### config.mk
export PLATFORM = sky130hd
export DESIGN_NAME = data_plane_rx_flat
export DESIGN_NICKNAME = d
export VERILOG_FILES = /design/src/rtl/dp_pkg.sv /design/src/rtl/data_plane_rx_if.sv /design/src/rtl/data_plane_rx_stack.sv /design/src/rtl/data_plane_rx.sv /design/src/flat_wrapper.sv
export SDC_FILE = /design/constraint.sdc
export NUM_CORES = 1
export LEC_CHECK = 0
export CORE_MARGIN = 2
export CORE_UTILIZATION = 55
export DETAILED_ROUTE_END_ITERATION = 8
export GPL_TIMING_DRIVEN = 0
export PLACE_DENSITY = 0.69
export SLEW_MARGIN = 20
export SYNTH_ARGS = -nofsm -noshare
export SYNTH_HDL_FRONTEND = slang
export SYNTH_SLANG_ARGS = --single-unit
export TNS_END_PERCENT = 5
### constraint.sdc
create_clock -name clk -period 6.4 [get_ports clk]
set_clock_uncertainty 0.15 [all_clocks]
set_input_delay 1.28 -clock clk [delete_from_list [all_inputs] [get_ports clk]]
set_output_delay 1.28 -clock clk [all_outputs]
set_load 0.005 [all_outputs]
### src/rtl/dp_pkg.sv
// Shared data-plane link definitions.
// The data-plane transmitter and receiver both use this package, so the packet
// layout and the frame length are defined only here.
//  PKT_LEN       payload packets per frame; the header packet is not counted
//  DP_IDLE_PKT   the value the link carries when nothing is being sent
//  dp_packet_t   link packet {dest, word}
//  dp_rx_state_t states of the receiver FSM
package dp_pkg;
  localparam int          PKT_LEN     = 4;
  localparam logic [31:0] DP_IDLE_PKT = 32'h0;

  typedef struct packed {
    logic [15:0] dest;
    logic [15:0] word;
  } dp_packet_t;

  typedef enum logic [1:0] {RX_IDLE, RX_PAYLOAD, RX_DROP} dp_rx_state_t;
endpackage

### src/rtl/data_plane_rx_if.sv
// Link, GPP and status signals of the data-plane receiver.
//  master : the link/GPP side (drives node_id, data_rx_packet, gpp_rd_dp)
//  slave  : data_plane_rx (drives the stack view, src node and the pulses)
interface data_plane_rx_if;
  logic [15:0] node_id;
  logic [31:0] data_rx_packet;
  logic        gpp_rd_dp;
  logic [15:0] RAM_rx_data_out;
  logic [15:0] sp_rx_current;
  logic [15:0] data_rx_src_node;
  logic        data_rx_complete_flag;
  logic        data_rx_error_flag;

  modport master (
    output node_id, data_rx_packet, gpp_rd_dp,
    input  RAM_rx_data_out, sp_rx_current, data_rx_src_node,
           data_rx_complete_flag, data_rx_error_flag
  );

  modport slave (
    input  node_id, data_rx_packet, gpp_rd_dp,
    output RAM_rx_data_out, sp_rx_current, data_rx_src_node,
           data_rx_complete_flag, data_rx_error_flag
  );
endinterface

### src/rtl/data_plane_rx_stack.sv
// DEPTH x 16 LIFO holding received payload words for the GPP.
// Owns the stack pointer and all push/pop/rollback arithmetic.
//  clk, rst   clock, synchronous active-high reset (sp only; memory is not cleared)
//  push       write push_word this cycle
//  pop_req    GPP pop request
//  protect    words on top belonging to the frame in flight; a pop is honoured
//             only while at least one word lies beneath them
//  rollback   drop the protected words this cycle (frame abort)
//  room_ok    after this cycle's pop, at least NEED free slots remain
//  top_word   mem[sp-1], or 0 when empty
//  sp         stored word count
module data_plane_rx_stack
  import dp_pkg::*;
#(
  parameter  int DEPTH = 64,
  parameter  int NEED  = PKT_LEN,
  localparam int SPW   = $clog2(DEPTH + 1)
) (
  input  logic           clk,
  input  logic           rst,
  input  logic           push,
  input  logic [15:0]    push_word,
  input  logic           pop_req,
  input  logic [SPW-1:0] protect,
  input  logic           rollback,
  output logic           room_ok,
  output logic [15:0]    top_word,
  output logic [SPW-1:0] sp
);
  localparam int AW = (DEPTH > 1) ? $clog2(DEPTH) : 1;

  logic [15:0]    mem [DEPTH];
  logic           pop_ok;
  logic [SPW-1:0] sp_pop;
  logic [AW-1:0]  wr_addr, rd_addr;

  assign pop_ok  = pop_req && (sp > protect);
  assign sp_pop  = sp - SPW'(pop_ok);
  assign room_ok = (SPW'(DEPTH) - sp_pop) >= SPW'(NEED);

  // A push in the same cycle as a pop lands in the slot just vacated, so
  // the popped word is the old top and sp ends up unchanged.
  assign wr_addr  = AW'(sp_pop);
  assign rd_addr  = AW'(sp - SPW'(1));
  assign top_word = (sp == '0) ? 16'h0 : mem[rd_addr];

  always_ff @(posedge clk) begin
    if (rst) sp <= '0;
    else     sp <= sp_pop + SPW'(push) - (rollback ? protect : '0);
  end

  always_ff @(posedge clk) begin
    if (push) mem[wr_addr] <= push_word;
  end
endmodule

### src/rtl/data_plane_rx.sv
// Data-plane receiver: picks frames addressed to node_id off the 32-bit link,
// pushes their payload words onto the RX stack and reports completion/errors.
//  clk, rst  clock, synchronous active-high reset
//  bus       data_plane_rx_if.slave: node_id, data_rx_packet, gpp_rd_dp in;
//            RAM_rx_data_out, sp_rx_current, data_rx_src_node,
//            data_rx_complete_flag, data_rx_error_flag out
// A frame is a header {dest, src} followed by PKT_LEN packets {dest, word}.
// Frames that would not fit are dropped whole; a frame interrupted by any
// foreign packet is aborted and its words are rolled back off the stack.
module data_plane_rx
  import dp_pkg::*;
#(
  parameter int PKT_LEN = dp_pkg::PKT_LEN,
  parameter int DEPTH   = 64
) (
  input  logic             clk,
  input  logic             rst,
  data_plane_rx_if.slave   bus
);
  localparam int SPW = $clog2(DEPTH + 1);
  localparam int CW  = $clog2(PKT_LEN + 1);
  localparam logic [CW-1:0] LAST = CW'(PKT_LEN - 1);

  dp_packet_t     pkt;
  dp_rx_state_t   state, state_nxt;
  logic [CW-1:0]  count, count_nxt;
  logic [15:0]    pend_src, src_q;
  logic           cmp_q, err_q;
  logic           ours, last_hit, room_ok;
  logic           push, rollback, latch_pend, take_src, set_complete, set_error;
  logic [SPW-1:0] sp, protect;

  assign pkt      = dp_packet_t'(bus.data_rx_packet);
  assign ours     = (bus.data_rx_packet != DP_IDLE_PKT) && (pkt.dest == bus.node_id);
  assign last_hit = (count == LAST);
  // In PAYLOAD, count is also the number of words this frame has pushed.
  assign protect  = (state == RX_PAYLOAD) ? SPW'(count) : '0;

  // State register
  always_ff @(posedge clk) begin
    if (rst) begin
      state    <= RX_IDLE;
      count    <= '0;
      pend_src <= '0;
      src_q    <= '0;
      cmp_q    <= 1'b0;
      err_q    <= 1'b0;
    end else begin
      state <= state_nxt;
      count <= count_nxt;
      cmp_q <= set_complete;
      err_q <= set_error;
      if (latch_pend) pend_src <= pkt.word;
      if (take_src)   src_q    <= pend_src;
    end
  end

  // Next state
  always_comb begin
    state_nxt = state;
    count_nxt = count;
    case (state)
      RX_IDLE: begin
        if (ours) begin
          state_nxt = room_ok ? RX_PAYLOAD : RX_DROP;
          count_nxt = '0;
        end
      end
      RX_PAYLOAD: begin
        // A foreign packet ends the frame and is not reconsidered as a header.
        if (!ours)         state_nxt = RX_IDLE;
        else if (last_hit) state_nxt = RX_IDLE;
        else               count_nxt = count + CW'(1);
      end
      RX_DROP: begin
        if (!ours || last_hit) state_nxt = RX_IDLE;
        else                   count_nxt = count + CW'(1);
      end
      default: state_nxt = RX_IDLE;
    endcase
  end

  // Outputs
  always_comb begin
    push         = 1'b0;
    rollback     = 1'b0;
    latch_pend   = 1'b0;
    take_src     = 1'b0;
    set_complete = 1'b0;
    set_error    = 1'b0;
    case (state)
      RX_IDLE: begin
        latch_pend = ours && room_ok;
        set_error  = ours && !room_ok;
      end
      RX_PAYLOAD: begin
        push         = ours;
        take_src     = ours && last_hit;
        set_complete = ours && last_hit;
        rollback     = !ours;
        set_error    = !ours;
      end
      default: ;
    endcase
  end

  data_plane_rx_stack #(.DEPTH(DEPTH), .NEED(PKT_LEN)) u_stack (
    .clk       (clk),
    .rst       (rst),
    .push      (push),
    .push_word (pkt.word),
    .pop_req   (bus.gpp_rd_dp),
    .protect   (protect),
    .rollback  (rollback),
    .room_ok   (room_ok),
    .top_word  (bus.RAM_rx_data_out),
    .sp        (sp)
  );

  assign bus.sp_rx_current         = 16'(sp);
  assign bus.data_rx_src_node      = src_q;
  assign bus.data_rx_complete_flag = cmp_q;
  assign bus.data_rx_error_flag    = err_q;
endmodule

### src/flat_wrapper.sv
// flat-port wrapper written by rule: the top's interface ports become plain ports
module data_plane_rx_flat import dp_pkg::*;
#(
  parameter int PKT_LEN = dp_pkg::PKT_LEN,
  parameter int DEPTH   = 64
)
  (clk, rst, bus_node_id, bus_data_rx_packet, bus_gpp_rd_dp, bus_RAM_rx_data_out, bus_sp_rx_current, bus_data_rx_src_node, bus_data_rx_complete_flag, bus_data_rx_error_flag);
  data_plane_rx_if bus_i ();
  input  logic clk;
  input  logic rst;
  input wire logic [$bits(bus_i.node_id)-1:0] bus_node_id;
  input wire logic [$bits(bus_i.data_rx_packet)-1:0] bus_data_rx_packet;
  input wire logic [$bits(bus_i.gpp_rd_dp)-1:0] bus_gpp_rd_dp;
  output wire logic [$bits(bus_i.RAM_rx_data_out)-1:0] bus_RAM_rx_data_out;
  output wire logic [$bits(bus_i.sp_rx_current)-1:0] bus_sp_rx_current;
  output wire logic [$bits(bus_i.data_rx_src_node)-1:0] bus_data_rx_src_node;
  output wire logic [$bits(bus_i.data_rx_complete_flag)-1:0] bus_data_rx_complete_flag;
  output wire logic [$bits(bus_i.data_rx_error_flag)-1:0] bus_data_rx_error_flag;
  assign bus_i.node_id = bus_node_id;
  assign bus_i.data_rx_packet = bus_data_rx_packet;
  assign bus_i.gpp_rd_dp = bus_gpp_rd_dp;
  assign bus_RAM_rx_data_out = bus_i.RAM_rx_data_out;
  assign bus_sp_rx_current = bus_i.sp_rx_current;
  assign bus_data_rx_src_node = bus_i.data_rx_src_node;
  assign bus_data_rx_complete_flag = bus_i.data_rx_complete_flag;
  assign bus_data_rx_error_flag = bus_i.data_rx_error_flag;
  data_plane_rx #(.PKT_LEN(PKT_LEN), .DEPTH(DEPTH)) u_core (.clk(clk), .rst(rst), .bus(bus_i));
endmodule
After elaboration in Yosys (flattened, before gate mapping)

Memory sizes are Yosys's and may differ from the RTL's.
Cells that the tools add are included.

Logic and storage cells: 61
Register bits after elaboration: 46
Input port bits: 51
Output and inout bits: 50
Memories: 1
RAM bits: 1,024

$add $sub $neg: 6
Muxes and demuxes: 21
Eq/ne operators: 10
Order comparisons: 2
Reduce and logical (&&, ||, !) cells: 14

Memories:

| name               | words | bits a word | read ports | clocked after memory_dff | write ports | RTL line                  | text |
|---|---|---|---|---|---|---|---|
| u_core.u_stack.mem | 64    | 16          | 1          | 0                        | 1           | data_plane_rx_stack.sv:32 | `logic [15:0] mem [DEPTH];` |

Operator list:

| kind                                                                                | count |
|---|---|
| 32-bit nonzero test                                                                 | 1 |
| 16-bit == test                                                                      | 1 |
| 16-bit two-way mux                                                                  | 1 |
| 3-bit two-way mux                                                                   | 5 |
| 2-bit two-way mux                                                                   | 5 |
| 3-bit one-hot mux with 3 select lines                                               | 1 |
| 7-bit by 1-bit adder with 7-bit output                                              | 1 |
| 7-bit by 3-bit greater-or-equal comparator with 1-bit output, second input constant | 1 |
| 7-bit by 3-bit greater-than comparator with 1-bit output                            | 1 |
| 7-bit logical NOT                                                                   | 1 |
| 7-bit two-way mux                                                                   | 1 |
| 7-bit by 1-bit subtractor with 7-bit output                                         | 1 |
| 7-bit subtractor                                                                    | 1 |
| 7-bit subtractor, first input constant                                              | 1 |
| 1-bit two-way mux                                                                   | 6 |
| 2-bit by 1-bit != test with 1-bit output, second input constant                     | 3 |
| 2-bit one-hot mux with 3 select lines                                               | 1 |
| 6-bit by 1-bit subtractor with 6-bit output, second input constant                  | 1 |
| 1-bit logical AND                                                                   | 5 |
| 5-bit AND reduction                                                                 | 1 |
| 2-bit != test, second input constant                                                | 2 |
| 3-bit by 1-bit adder with 3-bit output, second input constant                       | 1 |
| 3-bit by 2-bit == test with 1-bit output, second input constant                     | 1 |
| 3-bit != test, second input constant                                                | 1 |
| other kinds (8)                                                                     | 9 |

Logic depth before layout (Yosys ltp)

Gate-level depths: netlist of the first run.

Word-level depth: 10
Depth in mapped cells: 23
Gate-level depth less buffers: 21

Hierarchy

From an unflattened synthesis of the first run, not the netlist that was laid out.

Cell total of the unflattened synthesis: 2,062
Area, all modules: 42,351.9 um^2

By module, submodules not included:

| module              | cells each | area each (um^2) | instances | sequential area each (um^2) |
|---|---|---|---|---|
| data_plane_rx_stack | 1,847      | 40,209.8         | 1         | 30,889.6 |
| data_plane_rx       | 215        | 2,142.1          | 1         | 780.7 |

Worst setup path before layout of the first run

OpenSTA, ideal clock, no wires.

Path type: register to output
Start: reg u_core.u_stack.sp[0]
End: out bus_RAM_rx_data_out[10]
Arrival: 3.458 ns
Stages on the path, launching flop included: 13
Setup slack: 1.512 ns
Required time: 4.970 ns
Cell sequence: dfxtp_1 -> buf_2 -> buf_2 -> buf_2 -> buf_2 -> inv_1 -> ha_1 -> clkbuf_1 -> xnor2_2 -> buf_2 -> mux4_2 -> a22oi_1 -> nand2_1

Word-level cells in the longest chain between the ends: 3
Elaborated cells on any way between the ends: 4

RTL lines:

| item                                        | RTL line                  | text |
|---|---|---|
| from (decl)                                 | data_plane_rx_stack.sv:28 | `output logic [SPW-1:0] sp` |
| from (signal assigned)                      | data_plane_rx_stack.sv:49 | `else sp <= sp_pop + SPW'(push) - (rollback ? protect : '0);` |
| 6-bit by 1-bit subtractor with 6-bit output | data_plane_rx_stack.sv:44 | `assign rd_addr = AW'(sp - SPW'(1));` |
| memory 64 x 16 bit                          | n/a                       |  |
| 16-bit two-way mux (*)                      | data_plane_rx_stack.sv:45 | `assign top_word = (sp == '0) ? 16'h0 : mem[rd_addr];` |
| to (decl)                                   | flat_wrapper.sv:14        | `output wire logic [$bits(bus_i.RAM_rx_data_out)-1:0] bus_RAM_rx_data_out;` |

Every way passes the cells marked *; elsewhere a longest branch is shown, timed or not.

Final worst setup path of the first run

Start: reg u_core.u_stack.sp[0]
End: out bus_RAM_rx_data_out[13]

Same word-level chain as after synthesis.

==> reports/metrics.yaml, run 1 <==
status:
  status: "finished clean"
sta:
  fin_tns_setup_ps: 0
  worst_slack_ps: 181
  worst_pin_slew_ps: 1060
  timing.fmax_ghz: 0.161
  finalMaxSlewViolations: 0
  slew_headroom_pct: 29.5
  setup_viol: 0
  period_minus_slack_ps: 6220
  rsz0062_at_grt: "no"
  hold_violations: 0
  min_period_over_period_pct: 97.2
drt:
  routed_via_density: 6.38
  ant_nets: 0
  drc_errors: 0
  drtIter0Drc: 2816
  wire_per_inst_um: 30.4
  drtPass1Iterations: 5
  drt-total-wl_mm: 103
  num_vias: 21600
clock_network:
  cts_buffers: 104
  insertion_delay_ps: 660
  htree_levels: 3
  clk_pin_slew_worst_paths_ps: 60
  clk_root_buffer_cell: "clkbuf_16"
  cts.path.max_buffers: 3
  cts.sinks: 1070
  cts_tree: "built"
yosys:
  postSynthCellCount: 2064
  synth_seq_cells: 1070
  synth-edff-count: 1024
  synth-async-reset-ratio_pct: 0
  synth_area_um2: 42100
  ys_warn_count: 0
  synth.distinct_cells: 61
  synth_flop_cell: "edfxtp_1"
  syn_area_per_cell_um2: 20.4
  yosysSeqAreaShare_pct: 75.2
grt:
  grt_max_degree: 67
  grt_first_pass_wirelength_mm: 149
  grt_use_total_pct: 26.7
  grt_overflow_total: 0
  antenna_found_initial: 3
  grt_pass1_vias: 21900
placement:
  portBuffers: 90
  dp_slack_ps: -1710
  gp_congestion: 0.901
  placed_area_um2: 45300
  place_inst: 3200
  hpwl_mm: 65.9
layout:
  nFillCells: 4987
  area_growth_pct: 16.7
  final_nets: 2405
  layout_common_cells: "1024 x edfxtp_1, 286 x mux4_2, 164 x nand2_1"
  final_common_cell: "edfxtp_1"
  antenna_cells: 0
  instances_no_fill: 3395
  fin_area_um2: 49200
  drive_gt1_share_pct: 28.8
die:
  io_pins: 101
  fp.dieH_um: 281
  num_rows: 101
  dieArea_um2: 78800
  start_util_pct: 55.6
  die_x_um: 281
  core_um2: 75800
power_and_ir_drop:
  p_switching_uw: 8000
  p_seq_share_pct: 33.6
  p_clk_share_pct: 26.7
  power_density_nw_per_um2: 468
  swShare_pct: 34.8
  intPower_uw: 15000
  p_comb_share_pct: 39.7
  p_leak_uw: 0.0155
  vdd_drop_max_mv: 0.601
setup_path:
  critical_path.top_delay_family: "buffers and inverters"
  start_kind: "flip-flop"
  required_ps: 4970
  path_cells: "buf_6 -> buf_8 -> buf_8 -> inv_1 -> ha_2 -> clkbuf_8 -> clkbuf_8 -> buf_4 -> mux4_2 -> nand2_1 -> a32oi_1 -> nand4_1 -> nand2_2 -> clkdlybuf4s50_1"
  critPathArrivalTime_ps: 4790
  path_class: "reg2out"
  crit_buf_inv: 8
  max_stage_delay_ps: 540
  regToRegSetupSlack_ps: 590
  cp_max_fo: 19
  reg2reg_depth: 18
  end_kind: "output pin"
  cp_slowest_cell: "clkdlybuf4s50_1"
  rr_startpoint: "u_core.state[1]$_SDFFE_PP0P_"
  r2r_end: "u_core.u_stack.mem[24][10]$_DFFE_PP_"
min_path:
  hold_depth: 2
  min_path_type: "reg2reg"
  hp-start: "u_core.pend_src[0]$_SDFFE_PP0P_"
  min_to: "u_core.pend_src[0]$_SDFFE_PP0P_"
flow_run:
  cap_violations: 0
-- logic make-up (layout without fill, tap and decap cells) --
kind of cell	count (synthesis)	after routing	synth area share, %
AOI/OAI and AO/OA	77	77	1.38
xor gates and xnor gates	27	27	0.597
adders and majority gates	26	26	0.790
buffers and inverters	137	482	1.42
DFF	1070	1070	75.2
muxes	334	334	16.4
other	1	9	0.00890
and+or+nand+nor	392	392	4.19
-- per-stage QoR --
stage,total power (µW),util [%],hold WS (ps)
floorplan,13000,-,284
global placement,16400,58.4,299
detailed placement,16500,59.8,306
CTS,23000,64.8,314
global route,23800,64.8,338
finish,23000,64.8,308
-- cell usage after synthesis, types with 3 or more instances --
cell type	number	area (µm²)
a21o_1	3	22.5
a21oi_1	10	50.1
a22oi_1	15	113
a31oi_1	7	43.8
a32oi_1	17	149
buf_1	9	33.8
buf_2	23	115
buf_4	9	67.6
buf_6	3	33.8
clkbuf_1	66	248
dfxtp_1	46	921
edfxtp_1	1024	30700
ha_1	25	313
inv_1	24	90.1
mux2i_1	48	480
mux4_2	286	6440
nand2_1	170	638
nand2b_1	3	18.8
nand3_1	41	205
nand4_1	29	181
nor2_1	100	375
nor2b_1	7	43.8
nor3_1	7	35.0
nor4_1	14	87.6
o21ai_0	6	30.0
o22ai_1	3	18.8
or3_1	4	25.0
xnor2_1	4	35.0
xor2_1	21	184
-- worst max path at each step --
stage	startpoint	endpoint	slack, ps	depth (start not counted)
finish	u_core.u_stack.sp[0]$_SDFF_PP0_	bus_RAM_rx_data_out[13]	180	14
global route	u_core.u_stack.sp[0]$_SDFF_PP0_	bus_RAM_rx_data_out[13]	60	14
CTS	u_core.u_stack.sp[0]$_SDFF_PP0_	bus_RAM_rx_data_out[4]	-10	13
detailed placement	u_core.u_stack.sp[0]$_SDFF_PP0_	bus_RAM_rx_data_out[9]	-1710	15
global placement	u_core.u_stack.sp[0]$_SDFF_PP0_	bus_RAM_rx_data_out[9]	-1710	15
floorplan	u_core.u_stack.sp[0]$_SDFF_PP0_	bus_RAM_rx_data_out[10]	1510	12
-- power groups by stage --
| stage | registers (µW) | logic, µW | clock network (µW) |
|---|---|---|---|
| floorplan | 7860 | 5100 | 0 |
| global placement | 7890 | 8460 | 0 |
| detailed placement | 7870 | 8630 | 0 |
| CTS | 7720 | 9060 | 6210 |
| global route | 7720 | 9540 | 6490 |
| finish | 7720 | 9140 | 6150 |
-- sequential cells by signal (all words and copies together), names as in the netlist --
name                              cells
u_core.count                          3
u_core.u_stack.sp                     7
u_core.bus.data_rx_complete_flag      1
u_core.state                          2
u_core.pend_src                      16
u_core.bus.data_rx_src_node          16
u_core.u_stack.mem                 1024
u_core.bus.data_rx_error_flag         1
-- repair_timing --
item,4_1_cts,5_1_grt
resized for setup,101,14
gates cloned,0,0
setup buffers,2,0
hold buffers,0,0
endpoints found under the setup margin,16,16
pin swaps,14,5
-- routing by layer --
layer | wire, µm | vias up | track usage (%)
met5 | 0 | - | 0
met4 | 3810 | 0 | 9.85
met2 | 50700 | 1120 | 42.8
met3 | 8840 | 189 | 5.41
li1 | - | 9016 | -
met1 | 39800 | 11300 | 36.9
-- cell type report --
type	instances	area, µm²	area share (%)
buffer	108	668	1.36
clock buffer	124	2760	5.62
clock inverter	71	682	1.39
inverter	27	101	0.206
multi-input combinational	865	10300	20.9
sequential	1070	31700	64.4
tap	978	1220	2.49
timing repair buffer	152	1770	3.60
-- worst reg2reg max path: stages (launching register included) --
cell and delay (ps):
dfxtp_1 350, inv_1 110, ha_1 150, clkbuf_1 320
clkbuf_1 350, nand2_1 110, ha_1 300, a21o_1 160
a21oi_1 140, a31oi_1 60, o41a_1 370, ha_1 200
ha_1 250, xnor2_1 290, inv_2 90, nor2_1 140
nand4_1 810, nor2_2 910, buf_6 250
Note: power is estimated with default switching activity, not from simulation.
==> inputs of run 2 (changes only) <==
Settings changed: CORE_UTILIZATION 55 to 60, PLACE_DENSITY 0.69 to 0.75.
Clock period 6.4 ns to 7.2 ns, I/O delays scaled along.
==> reports/metrics.yaml, run 2 (same netlist as run 1, synthesis figures left out) <==
placement:
  hpwl_mm: 64.9
  portBuffers: 90
  gp_congestion: 0.882
  dp_slack_ps: -1050
clock_network:
  cts.sinks: 1070
  insertion_delay_ps: 670
  hold_buffers: 0
  htree_levels: 3
  clk_pin_slew_worst_paths_ps: 60
  cts.path.max_buffers: 3
  cts_tree: "built"
  cts_buffers: 102
  clk_root_buffer_cell: "clkbuf_16"
grt:
  antenna_found_initial: 1
  grt_overflow_total: 0
  grt_pass1_vias: 21800
  grt_first_pass_wirelength_mm: 148
  grt_max_degree: 67
  grt_use_total_pct: 29.0
setup_path:
  crit_buf_inv: 9
  crit_top_cell: "buf_4"
  path_cells: "buf_4 -> buf_4 -> buf_4 -> buf_6 -> inv_1 -> ha_1 -> clkbuf_1 -> xnor2_4 -> buf_2 -> clkbuf_2 -> nand2_1 -> a32oi_1 -> nand4_1 -> nand2_1 -> clkdlybuf4s50_1"
  cp_max_fo: 10
  required_ps: 5610
  start_kind: "flip-flop"
  critical_path.top_delay_family: "buffers and inverters"
  end_kind: "output pin"
  path_class: "reg2out"
  critPathArrivalTime_ps: 5530
  max_stage_delay_ps: 540
  cp_slowest_cell: "clkdlybuf4s50_1"
power_and_ir_drop:
  vdd_drop_max_mv: 0.384
  p_leak_uw: 0.0153
  power_density_nw_per_um2: 407
die:
  io_pins: 101
  dieArea_um2: 72300
  core_um2: 69800
  fp.dieH_um: 269
  start_util_pct: 60.4
  die_x_um: 269
  num_rows: 97
flow_run:
  cap_violations: 0
min_path:
  min_path_type: "reg2reg"
drt:
  routed_via_density: 6.54
  wire_per_inst_um: 30.5
  drtIter0Drc: 3016
  drtPass1Iterations: 6
  drc_errors: 0
  num_vias: 21900
  ant_nets: 0
  drt-total-wl_mm: 102
layout:
  layout_common_cells: "1024 x edfxtp_1, 286 x mux4_2, 168 x nand2_1"
  antenna_cells: 0
  largest_register_ffs: 1024
  final_common_cell: "edfxtp_1"
  area_growth_pct: 15.4
  drive_gt1_share_pct: 27.3
  final_core_util_pct: 69.6
  final_nets: 2412
  regMostFlops: "u_core.u_stack.mem"
  nFillCells: 4175
sta:
  period_minus_slack_ps: 7120
  rsz0062_at_grt: "no"
  worst_slack_ps: 84.8
  min_period_over_period_pct: 98.8
  timing.fmax_ghz: 0.141
  hold_violations: 0
  finalMaxSlewViolations: 0
  slew_headroom_pct: 30.9
  setup_viol: 0
  worst_pin_slew_ps: 1030
status:
  status: "finished clean"
==> run 2: cell count changes in the layout (fill, tap and decap cells not counted), sizes merged <==
cell / previous run / this run
clkbuf: 191 / 195
inv: 30 / 31
clkinvlp: 2 / 5
buf: 119 / 128
bufinv: 12 / 6
clkinv: 54 / 37
==> run 2: metal layers <==
metal	track usage, %	vias up	share of wire (%)
li1	-	9011	-
met1	40.9	11500	38
met2	47.0	1260	50
met3	4.44	193	8.9
met4	10.2	0	3.5
met5	0	-	0
==> run 2: layout make-up <==
| class | count | area (µm²) | area share (%) |
|---|---|---|---|
| Buffer | 110 | 582 | 1.20 |
| Clock buffer | 128 | 2680 | 5.52 |
| Clock inverter | 52 | 459 | 0.945 |
| Inverter | 27 | 101 | 0.209 |
| Multi-Input combinational cell | 865 | 10100 | 20.8 |
| Sequential cell | 1070 | 31700 | 65.2 |
| Tap cell | 940 | 1180 | 2.42 |
| Timing Repair Buffer | 159 | 1820 | 3.74 |
==> run 2: path summary, 6_finish.rpt <==
path                                                        from                                   end  slack (ps)  cells after the start
worst max register to register      u_core.state[1]$_SDFFE_PP0P_  u_core.u_stack.mem[10][11]$_DFFE_PP_        1380                     17
worst min register to register  u_core.pend_src[11]$_SDFFE_PP0P_      u_core.pend_src[11]$_SDFFE_PP0P_         320                      2
worst max-delay path             u_core.u_stack.sp[0]$_SDFF_PP0_                bus_RAM_rx_data_out[7]          80                     15
worst min-delay path            u_core.pend_src[11]$_SDFFE_PP0P_      u_core.pend_src[11]$_SDFFE_PP0P_         320                      2
==> run 2: worst reg2reg max path, delay by kind of cell (launching register included) <==
family,cells,cell delay (ps)
simple gates,4,2160
fa+ha+maj,4,910
buf+inv,4,840
compound gates,4,740
flops,1,340
xor+xnor,1,280
==> run 2: power by group <==
group / switching (µW) / internal [µW]
Combinational: 4630 / 3190
Clock: 2250 / 2850
Sequential: 35.5 / 6830
==> run 2: timing repair <==
action	4_1_cts	5_1_grt
pin swaps	3	2
buffers inserted	1	0
endpoints found under the hold margin	0	0
resized for setup	45	14
endpoints found under the setup margin	16	16
==> run 2: metrics by stage <==
step           std cells  setup TNS [ps]  power (µW)  instance area, µm²  hold WS [ps]
4_1_cts             3351               0       19700               48600           318
5_1_grt             3351               0       20400               48600           338
6_report            3351               0       19800               48600           320
3_3_place_gp        3102         -463900       14400               44200           299
3_5_place_dp        3170          -13200       14600               45300           307
2_1_floorplan       2072               0       11500               42200           284
